--- config.mk ---
export PLATFORM = sky130hd
export DESIGN_NAME = fpu_issue_stage
export DESIGN_NICKNAME = d
export VERILOG_FILES = /design/src/rtl/fpu_issue_stage_pkg.sv /design/src/rtl/fpu_issue_stage.sv
export SDC_FILE = /design/constraint.sdc
export NUM_CORES = 1
export LEC_CHECK = 0
export BUFFER_PORTS_ARGS = -buffer_cell sky130_fd_sc_hd__buf_4
export CORE_MARGIN = 5
export CORE_UTILIZATION = 25
export CTS_BUF_LIST = sky130_fd_sc_hd__clkbuf_4
export CTS_CLUSTER_SIZE = 8
export DETAILED_ROUTE_END_ITERATION = 16
export HOLD_SLACK_MARGIN = 0.05
export PLACE_DENSITY_LB_ADDON = 0.25
export REMOVE_ABC_BUFFERS = 1
export SLEW_MARGIN = 20
export SYNTH_ARGS = -nofsm -noshare
export SYNTH_HDL_FRONTEND = slang
export SYNTH_SLANG_ARGS = --single-unit
--- constraint.sdc ---
create_clock -name i_clk -period 4 [get_ports i_clk]
set_clock_uncertainty 0.05 [all_clocks]
set_input_delay 0.8 -clock i_clk [delete_from_list [all_inputs] [get_ports i_clk]]
set_output_delay 0.8 -clock i_clk [all_outputs]
set_load 0.005 [all_outputs]
--- src/rtl/fpu_issue_stage_pkg.sv ---
// Shared FPU definitions: issue-stage FSM states and the FPU opcode encodings.
package fpu_issue_stage_pkg;

   typedef enum logic [1:0] {
      ST_IDLE    = 2'd0,
      ST_EXEC    = 2'd1,
      ST_WAIT_MC = 2'd2,
      ST_WB      = 2'd3
   } fpu_issue_state_e;

   localparam logic [4:0] OP_FSGNJ  = 5'b10001;
   localparam logic [4:0] OP_FSGNJN = 5'b10010;
   localparam logic [4:0] OP_FSGNJX = 5'b10011;
   localparam logic [4:0] OP_FDIV   = 5'b10100;
   localparam logic [4:0] OP_FSQRT  = 5'b10101;

endpackage

--- src/rtl/fpu_issue_stage.sv ---
// Single-issue FPU stage: holds one instruction, dispatches it to the single- or
// multi-cycle units and presents the result on a valid/ready writeback port.
//
// state   | meaning
// IDLE    | empty, o_ready=1, accepts a decoded instruction
// EXEC    | operands on the FPU bus; single-cycle result captured or MC unit started
// WAIT_MC | multi-cycle unit busy, waiting for i_mc_done
// WB      | o_wb_valid held until i_wb_ready
module fpu_issue_stage
   import fpu_issue_stage_pkg::*;
#(
   parameter logic [4:0] MC_OP0 = OP_FDIV,
   parameter logic [4:0] MC_OP1 = OP_FSQRT
) (
   input  logic        i_clk,
   input  logic        i_rst_n,
   input  logic        i_valid,
   output logic        o_ready,
   input  logic [31:0] i_operand_a,
   input  logic [31:0] i_operand_b,
   input  logic [4:0]  i_alu_op,
   input  logic [4:0]  i_rd,
   input  logic        i_flush,
   output logic [31:0] o_operand_a,
   output logic [31:0] o_operand_b,
   output logic [4:0]  o_alu_op,
   input  logic [31:0] i_sc_result,
   output logic        o_mc_start,
   input  logic        i_mc_done,
   input  logic [31:0] i_mc_result,
   output logic        o_wb_valid,
   input  logic        i_wb_ready,
   output logic [4:0]  o_wb_rd,
   output logic [31:0] o_wb_data
);

   fpu_issue_state_e state_q;
   logic [4:0]       rd_q;
   logic             in_is_mc;
   logic             held_is_mc;

   assign in_is_mc   = (i_alu_op == MC_OP0) || (i_alu_op == MC_OP1);
   assign held_is_mc = (o_alu_op == MC_OP0) || (o_alu_op == MC_OP1);
   assign o_ready    = (state_q == ST_IDLE);
   assign o_wb_rd    = rd_q;

   // o_mc_start is registered, so it is set on the accepting edge to be high
   // exactly during the EXEC cycle of a multi-cycle op.
   always_ff @(posedge i_clk or negedge i_rst_n) begin
      if (!i_rst_n) begin
         state_q     <= ST_IDLE;
         o_operand_a <= '0;
         o_operand_b <= '0;
         o_alu_op    <= '0;
         rd_q        <= '0;
         o_wb_data   <= '0;
         o_mc_start  <= 1'b0;
         o_wb_valid  <= 1'b0;
      end else if (i_flush) begin
         state_q    <= ST_IDLE;
         o_mc_start <= 1'b0;
         o_wb_valid <= 1'b0;
      end else begin
         case (state_q)
            ST_IDLE: begin
               if (i_valid) begin
                  o_operand_a <= i_operand_a;
                  o_operand_b <= i_operand_b;
                  o_alu_op    <= i_alu_op;
                  rd_q        <= i_rd;
                  o_mc_start  <= in_is_mc;
                  state_q     <= ST_EXEC;
               end
            end
            ST_EXEC: begin
               o_mc_start <= 1'b0;
               if (held_is_mc) begin
                  state_q <= ST_WAIT_MC;
               end else begin
                  o_wb_data  <= i_sc_result;
                  o_wb_valid <= 1'b1;
                  state_q    <= ST_WB;
               end
            end
            ST_WAIT_MC: begin
               if (i_mc_done) begin
                  o_wb_data  <= i_mc_result;
                  o_wb_valid <= 1'b1;
                  state_q    <= ST_WB;
               end
            end
            ST_WB: begin
               if (i_wb_ready) begin
                  o_wb_valid <= 1'b0;
                  state_q    <= ST_IDLE;
               end
            end
            default: state_q <= ST_IDLE;
         endcase
      end
   end

endmodule

==> run_results.csv, run 1 <==
group,metric,value,unit
status,outcome,"complete, no violations",
critical_path,worstPathCellList,"inv_1, ha_1, nand3_4, buf_4, mux2_2",
route,dr.max_layer_used,"met4",
clocking,clk_pin_slew_worst_paths,0.19,ns
yosys,synth_top_area_share,0.576,
floorplanning,rows,50,
cells_and_area,fillCellCount,1842,
placement,gp_congestion,0.793,
clocking,hold_buffers,0,
critical_path,regToRegSetupSlack,1.62,ns
cells_and_area,num-nets-final,696,
yosys,ys_types,24,
power,leakagePower,3.38,nW
power,pwr-share-clk,0.128,
floorplanning,fp.dieH,148,um
power,p_int,0.00347,W
timing,hold_violations,0,
critical_path,critPathKind,"flip-flop to flip-flop",
power,p_sw_frac,0.305,
critical_path,max_stage_delay,0.65,ns
route,antenna_left,0,
power,power_frac_seq,0.397,
timing,max_freq,0.420,GHz
yosys,synth-main-ff-cell,"dfrtp_1",
clocking,cts_tree,"built",
critical_path,r2r_start,"state_q[0]",
route,drt-met1-wl,4770,um
yosys,async_flop_share,1.00,
clocking,clkSinkCount,110,
yosys,avgSynthCellArea,16.2,sq um
yosys,yosysWarnings,0,
power,power,0.00499,W
route,met2WireLength,7770,um
timing,setup_violations,0,
global_route,grt_pass1_wl,20800,um
placement,dp_hpwl,10400,um
route,wl_met3,654,um
yosys,netlist_area,0.00478,sq mm
critical_path,crit_required,4.31,ns
cells_and_area,area_growth_syn_to_layout,48.1,%
floorplanning,dieArea,0.0220,sq mm
critical_path,worstPathArrival,2.70,ns
yosys,synthCells,296,
route,drc,0,
clocking,cts_resized,0,
timing,slew_violations,0,
power,p_comb_frac,0.474,
floorplanning,initial_core_util,0.255,
timing,min_period_over_period,0.595,
floorplanning,die_x,148,um
route,drtPass1Iterations,4,
clocking,cts_made_buffers,9,
critical_path,cp_max_fo,56,
global_route,gr-total-overflow,0,
min_path,hp-class,"primary input to asynchronous set/reset pin",
timing,min_period,2.38,ns
power,p_switching,0.00152,W
cells_and_area,drive_above_1_share,0.750,
timing,setup-tns-final,0,ns
power,peakVddDrop,243,uV
global_route,grt_max_degree,111,
yosys,synth-seq-cells,110,
yosys,ys_seq_area_frac,0.576,
global_route,grt_pass1_vias,3831,
clocking,cts-root-buf,"clkbuf_4",
global_route,antenna_found_initial,1,
clocking,htreeDepth,3,
floorplanning,io_pins,253,
critical_path,r2r-end,"o_operand_a[12]",
clocking,cts_setup_buffers,0,
critical_path,worst-r2r-cell-count,5,
floorplanning,core,0.0188,sq mm
yosys,synth_common_cells,"110 x dfrtp_1, 108 x mux2_2, 31 x mux2_4",
yosys,synth_area_leader_cell,"dfrtp_1",
yosys,synth_most_common_cell,"dfrtp_1",
route,drt_iter0_drc,106,
clocking,clock_latency,0.47,ns
power,power.density,704,mW/mm^2
clocking,cts_buffer_depth,2,
yosys,synth_area_leaders,"dfrtp_1 58%, mux2_2 25%, mux2_4 9.7%",
route,wl_per_cell,17.2,um
timing,slew_headroom,0.524,
global_route,grt_usage,0.120,
timing,tightest_slew,0.713,ns
critical_path,crit_slowest_cell,"buf_4",
critical_path,cp-end-kind,"flip-flop",
route,drt_wl_total,13500,um
placement,portBuffers,252,
route,vias_per_cell,4.31,
timing,rsz0062_at_grt,"false",
route,vias,3392,
yosys,synth_edf_count,0,
run,maxCapViolations,0,
critical_path,startpoint_type,"flip-flop",
-- final cells by class --
cell class                 instances  area, sq um  area share
timing repair buffer             255         1930       0.272
sequential                       110         2750       0.389
clock buffer                       9         67.6     0.00954
antenna                            1         2.50    0.000353
inverter                           5         18.8     0.00265
tap                              234          293      0.0413
multi-input combinational        166         1920       0.272
clock inverter                     7         96.3      0.0136
-- layer usage --
metal | up-vias | GRT usage
met5 | - | 0
met4 | 0 | 0.0434
met3 | 18 | 0.0299
met2 | 110 | 0.231
met1 | 1709 | 0.126
li1 | 1555 | -
-- layout by cell type, fill, tap and decap left out, drive strengths merged, types with 3 or more instances in the layout --
cell type / synthesis / routed
nand2b: 3 / 3
mux2: 139 / 139
clkbuf: 2 / 9
a211oi: 3 / 3
inv: 5 / 6
dfrtp: 110 / 110
clkinv: 0 / 4
buf: 13 / 255
ha: 5 / 5
-- state kept, by name (all words and copies together), names as in the netlist --
name	flops
o_alu_op	5
o_mc_start	1
o_operand_a	32
o_operand_b	32
o_wb_data	32
o_wb_rd	5
o_wb_valid	1
state_q	2
-- logic make-up after synthesis --
kind of cell	after synthesis	synth area share
AOI/OAI and AO/OA	11	0.0199
adders and majority gates	5	0.0131
buffers and inverters	20	0.0243
DFF	110	0.576
muxes	139	0.352
and+or+nand+nor	11	0.0152
-- critical path, delay by kind of cell (launching register included) --
kind          cells  cell delay (ns)
buf+inv           2             0.75
flops             1             0.43
fa+ha+maj         1             0.30
mux               1             0.41
simple gates      1             0.30
-- metrics by stage --
| step | cells | setup slack [ns] | instance area (sq um) | utilization | hold WS, ns |
|---|---|---|---|---|---|
| 3_3_place_gp | 770 | 1.51 | 6920 | 0.368 | 0.441 |
| 6_report | 787 | 1.62 | 7080 | 0.377 | 0.298 |
| 2_1_floorplan | 281 | 0.433 | 4680 | - | 0.454 |
| 5_1_grt | 787 | 1.43 | 7080 | 0.377 | 0.316 |
| 4_1_cts | 786 | 1.54 | 7080 | 0.377 | 0.298 |
| 3_5_place_dp | 770 | 1.45 | 6920 | 0.368 | 0.443 |
-- worst max-delay path by stage --
stage	from	endpoint	slack, ns	depth (start not counted)
floorplan	i_flush	o_alu_op[0]	0.43	3
global placement	i_flush	o_operand_a[21]	1.51	5
detailed placement	i_flush	o_operand_a[12]	1.45	5
CTS	state_q[0]	o_ready	1.54	3
global route	state_q[0]	o_operand_b[2]	1.43	5
finish	state_q[0]	o_operand_a[12]	1.62	5
-- power by group through the flow --
stage | clock [W] | combinational [W] | sequential (W)
finish | 0.000639 | 0.00237 | 0.00198
global route | 0.000714 | 0.00255 | 0.00206
CTS | 0.000688 | 0.00243 | 0.00199
detailed placement | 0 | 0.00243 | 0.00200
global placement | 0 | 0.00237 | 0.00200
floorplan | 0 | 0.00111 | 0.00201
No activity file was read; power rests on OpenSTA's default activity.
==> inputs of run 2 (changes only) <==
- ABC_AREA: default -> 1
- clock period: 4 -> 2.5 ns (I/O delays scaled with it)
==> run 2 against run 1 <==
Compared with the run above: synthesized cell count grew 19%; highest routed layer unchanged; cell count up 11%; sequential cell count did not move; clock power increased by 41%; largest cell class unchanged; total power rose by 55%; worst hold slack worse by 0.096 ns; sequential share of layout area fell by 0.39 points; critical path depth decreased by 2.
==> run_results.csv, run 2 <==
group,metric,value,unit
global_route,gr-total-overflow,0,
route,wl_per_cell,15.5,um
global_route,grt_max_degree,111,
cells_and_area,num-nets-final,755,
critical_path,max_stage_delay,0.46,ns
timing,fin_ws,0.441,ns
cells_and_area,drive_above_1_share,0.577,
global_route,grt_usage,0.118,
yosys,synth-main-ff-cell,"dfrtp_1",
yosys,synth_common_cells,"110 x dfrtp_1, 60 x mux2_4, 53 x nand2_1",
cells_and_area,final_util,0.380,
power,power.density,1080,mW/mm^2
clocking,cts_made_buffers,9,
cells_and_area,fillCellCount,1823,
placement,post-place-ws,0.483,ns
global_route,antenna_found_initial,1,
run,maxCapViolations,0,
floorplanning,rows,50,
floorplanning,die_x,149,um
power,power,0.00772,W
route,drc,0,
cells_and_area,layout_common_cells,"256 x buf_4, 110 x dfrtp_1, 60 x mux2_4",
min_path,worstHoldPathCells,2,
timing,max_freq,0.486,GHz
timing,slew_violations,0,
route,drt_wl_total,13500,um
floorplanning,dieArea,0.0222,sq mm
yosys,avgSynthCellArea,13.7,sq um
timing,min_period,2.06,ns
timing,hold_violations,0,
critical_path,startpoint_type,"flip-flop",
route,antenna_left,0,
clocking,cts-root-buf,"clkbuf_4",
cells_and_area,area_growth_syn_to_layout,48.3,%
clocking,clkSinkCount,110,
critical_path,worst-r2r-cell-count,8,
clocking,cts_buffer_depth,2,
timing,tightest_slew,0.600,ns
yosys,synth_edf_count,0,
timing,setup_violations,0,
floorplanning,initial_core_util,0.256,
yosys,synthCells,353,
route,drtPass1Iterations,4,
critical_path,worstPathArrival,1.51,ns
min_path,hp-class,"primary input to flip-flop",
route,drt_iter0_drc,108,
route,vias,3525,
critical_path,crit_slowest_cell,"dfrtp_1",
global_route,grt_pass1_wl,20800,um
critical_path,cp_max_fo,5,
clocking,htreeDepth,3,
yosys,yosysWarnings,0,
clocking,clk_pin_slew_worst_paths,0.17,ns
route,vias_per_cell,4.05,
critical_path,worstPathCellList,"inv_1, ha_1, buf_4",
placement,gp_congestion,0.714,
yosys,netlist_area,0.00482,sq mm
floorplanning,fp.dieH,149,um
critical_path,cpLargestDelayFamily,"flip-flops",
critical_path,cp_num_cells,3,
yosys,synth_top_area_share,0.571,
timing,holdWs,0.201,ns
critical_path,critPathKind,"flip-flop to primary output",
floorplanning,io_pins,253,
placement,dp_hpwl,10500,um
critical_path,crit_required,1.95,ns
timing,slew_headroom,0.600,
critical_path,cp-end-kind,"primary output",
clocking,clock_latency,0.46,ns
clocking,cts_setup_buffers,0,
yosys,async_flop_share,1.00,
timing,rsz0062_at_grt,"false",
timing,min_period_over_period,0.824,
yosys,synth_area_leader_cell,"dfrtp_1",
cells_and_area,top_regs,"o_operand_a: 32 flops, o_operand_b: 32 flops, o_wb_data: 32 flops",
power,leakagePower,3.66,nW
yosys,synth_area_leaders,"dfrtp_1 57%, mux2_4 19%, mux2i_1 6.6%",
yosys,synth-seq-cells,110,
critical_path,path_buf_inv,2,
placement,portBuffers,252,
clocking,cts_tree,"built",
cells_and_area,layout_commonest_cell,"buf_4",
global_route,grt_pass1_vias,3902,
yosys,synth_most_common_cell,"dfrtp_1",
yosys,ys_types,21,
yosys,ys_seq_area_frac,0.571,
power,peakVddDrop,440,uV
floorplanning,core,0.0188,sq mm
status,outcome,"complete, no violations",
## run 2: changes by cell type after synthesis, sizes merged, moves of 2 or more
cell | before | now
clkbuf | 2 | 0
buf | 13 | 18
a211oi | 3 | 0
mux2 | 139 | 74
o21ai | 0 | 33
nand2b | 3 | 0
nand2 | 1 | 54
nand3 | 1 | 6
nor2 | 0 | 9
inv | 5 | 8
mux2i | 0 | 32
## run 2: cells by family (layout without fill, tap and decap cells)
group / Yosys count / in the layout / share of synthesized area
AOI/OAI and AO/OA: 34 / 34 / 0.0353
buffers and inverters: 26 / 283 / 0.0345
DFF: 110 / 110 / 0.571
muxes: 106 / 106 / 0.286
adders and majority gates: 5 / 5 / 0.0130
other: 0 / 1 / 0
and+or+nand+nor: 72 / 72 / 0.0607
## run 2: what timing repair did
item | in CTS | in global routing
resized for setup | 0 | 0
hold endpoints to repair | 91 | 0
hold buffers | 1 | 0
endpoints found under the setup margin | 0 | 0
## run 2: worst reg2reg max path, stage by stage (launching register included)
cell	delay [ns]
dfrtp_1	0.46
inv_1	0.15
ha_2	0.34
nand2_1	0.08
nand2_1	0.06
nor2_1	0.04
nand2_2	0.05
buf_4	0.45
o21ai_0	0.21
## run 2: where the power goes
group	total, W	internal (W)	switching, W
clock network	0.000904	0.000309	0.000595
registers	0.00319	0.00266	0.000531
logic	0.00363	0.00230	0.00133
total	0.00772	0.00527	0.00246
## run 2: per-layer routing
metal  track usage  vias to the layer above  part of all wire
li1              -                     1705                 -
met3        0.0328                       14             0.065
met4        0.0416                        0             0.020
met2         0.217                      120              0.55
met1         0.129                     1686              0.36
met5             0                        -                 0
## run 2: final timing paths
check,end,slack [ns],from
min reg2reg,o_wb_valid,0.45,o_wb_valid
min,o_operand_b[11],0.20,i_operand_b[11]
max,o_ready,0.44,state_q[0]
max in group asynchronous,o_wb_data[17],1.32,i_rst_n
min in group asynchronous,o_operand_a[21],0.61,i_rst_n
max reg2reg,o_wb_data[1],0.47,state_q[0]
## run 2: layout make-up
| cell class | instances | area [sq um] | share of cell area |
|---|---|---|---|
| clock buffers | 9 | 67.6 | 0.00944 |
| multi-input cells | 217 | 1910 | 0.268 |
| well taps | 260 | 325 | 0.0455 |
| flip-flops and latches | 110 | 2750 | 0.385 |
| diodes | 1 | 2.50 | 0.000350 |
| clock inverters | 6 | 70.1 | 0.00979 |
| inverters | 8 | 30.0 | 0.00420 |
| repair buffers | 260 | 1990 | 0.278 |
## run 2: stage by stage
stage	cell area, sq um	setup TNS [ns]	instances
floorplan	4690	-62.14	335
global placement	7000	0	854
detailed placement	7000	0	854
CTS	7150	0	870
global route	7150	0	871
finish	7150	0	871
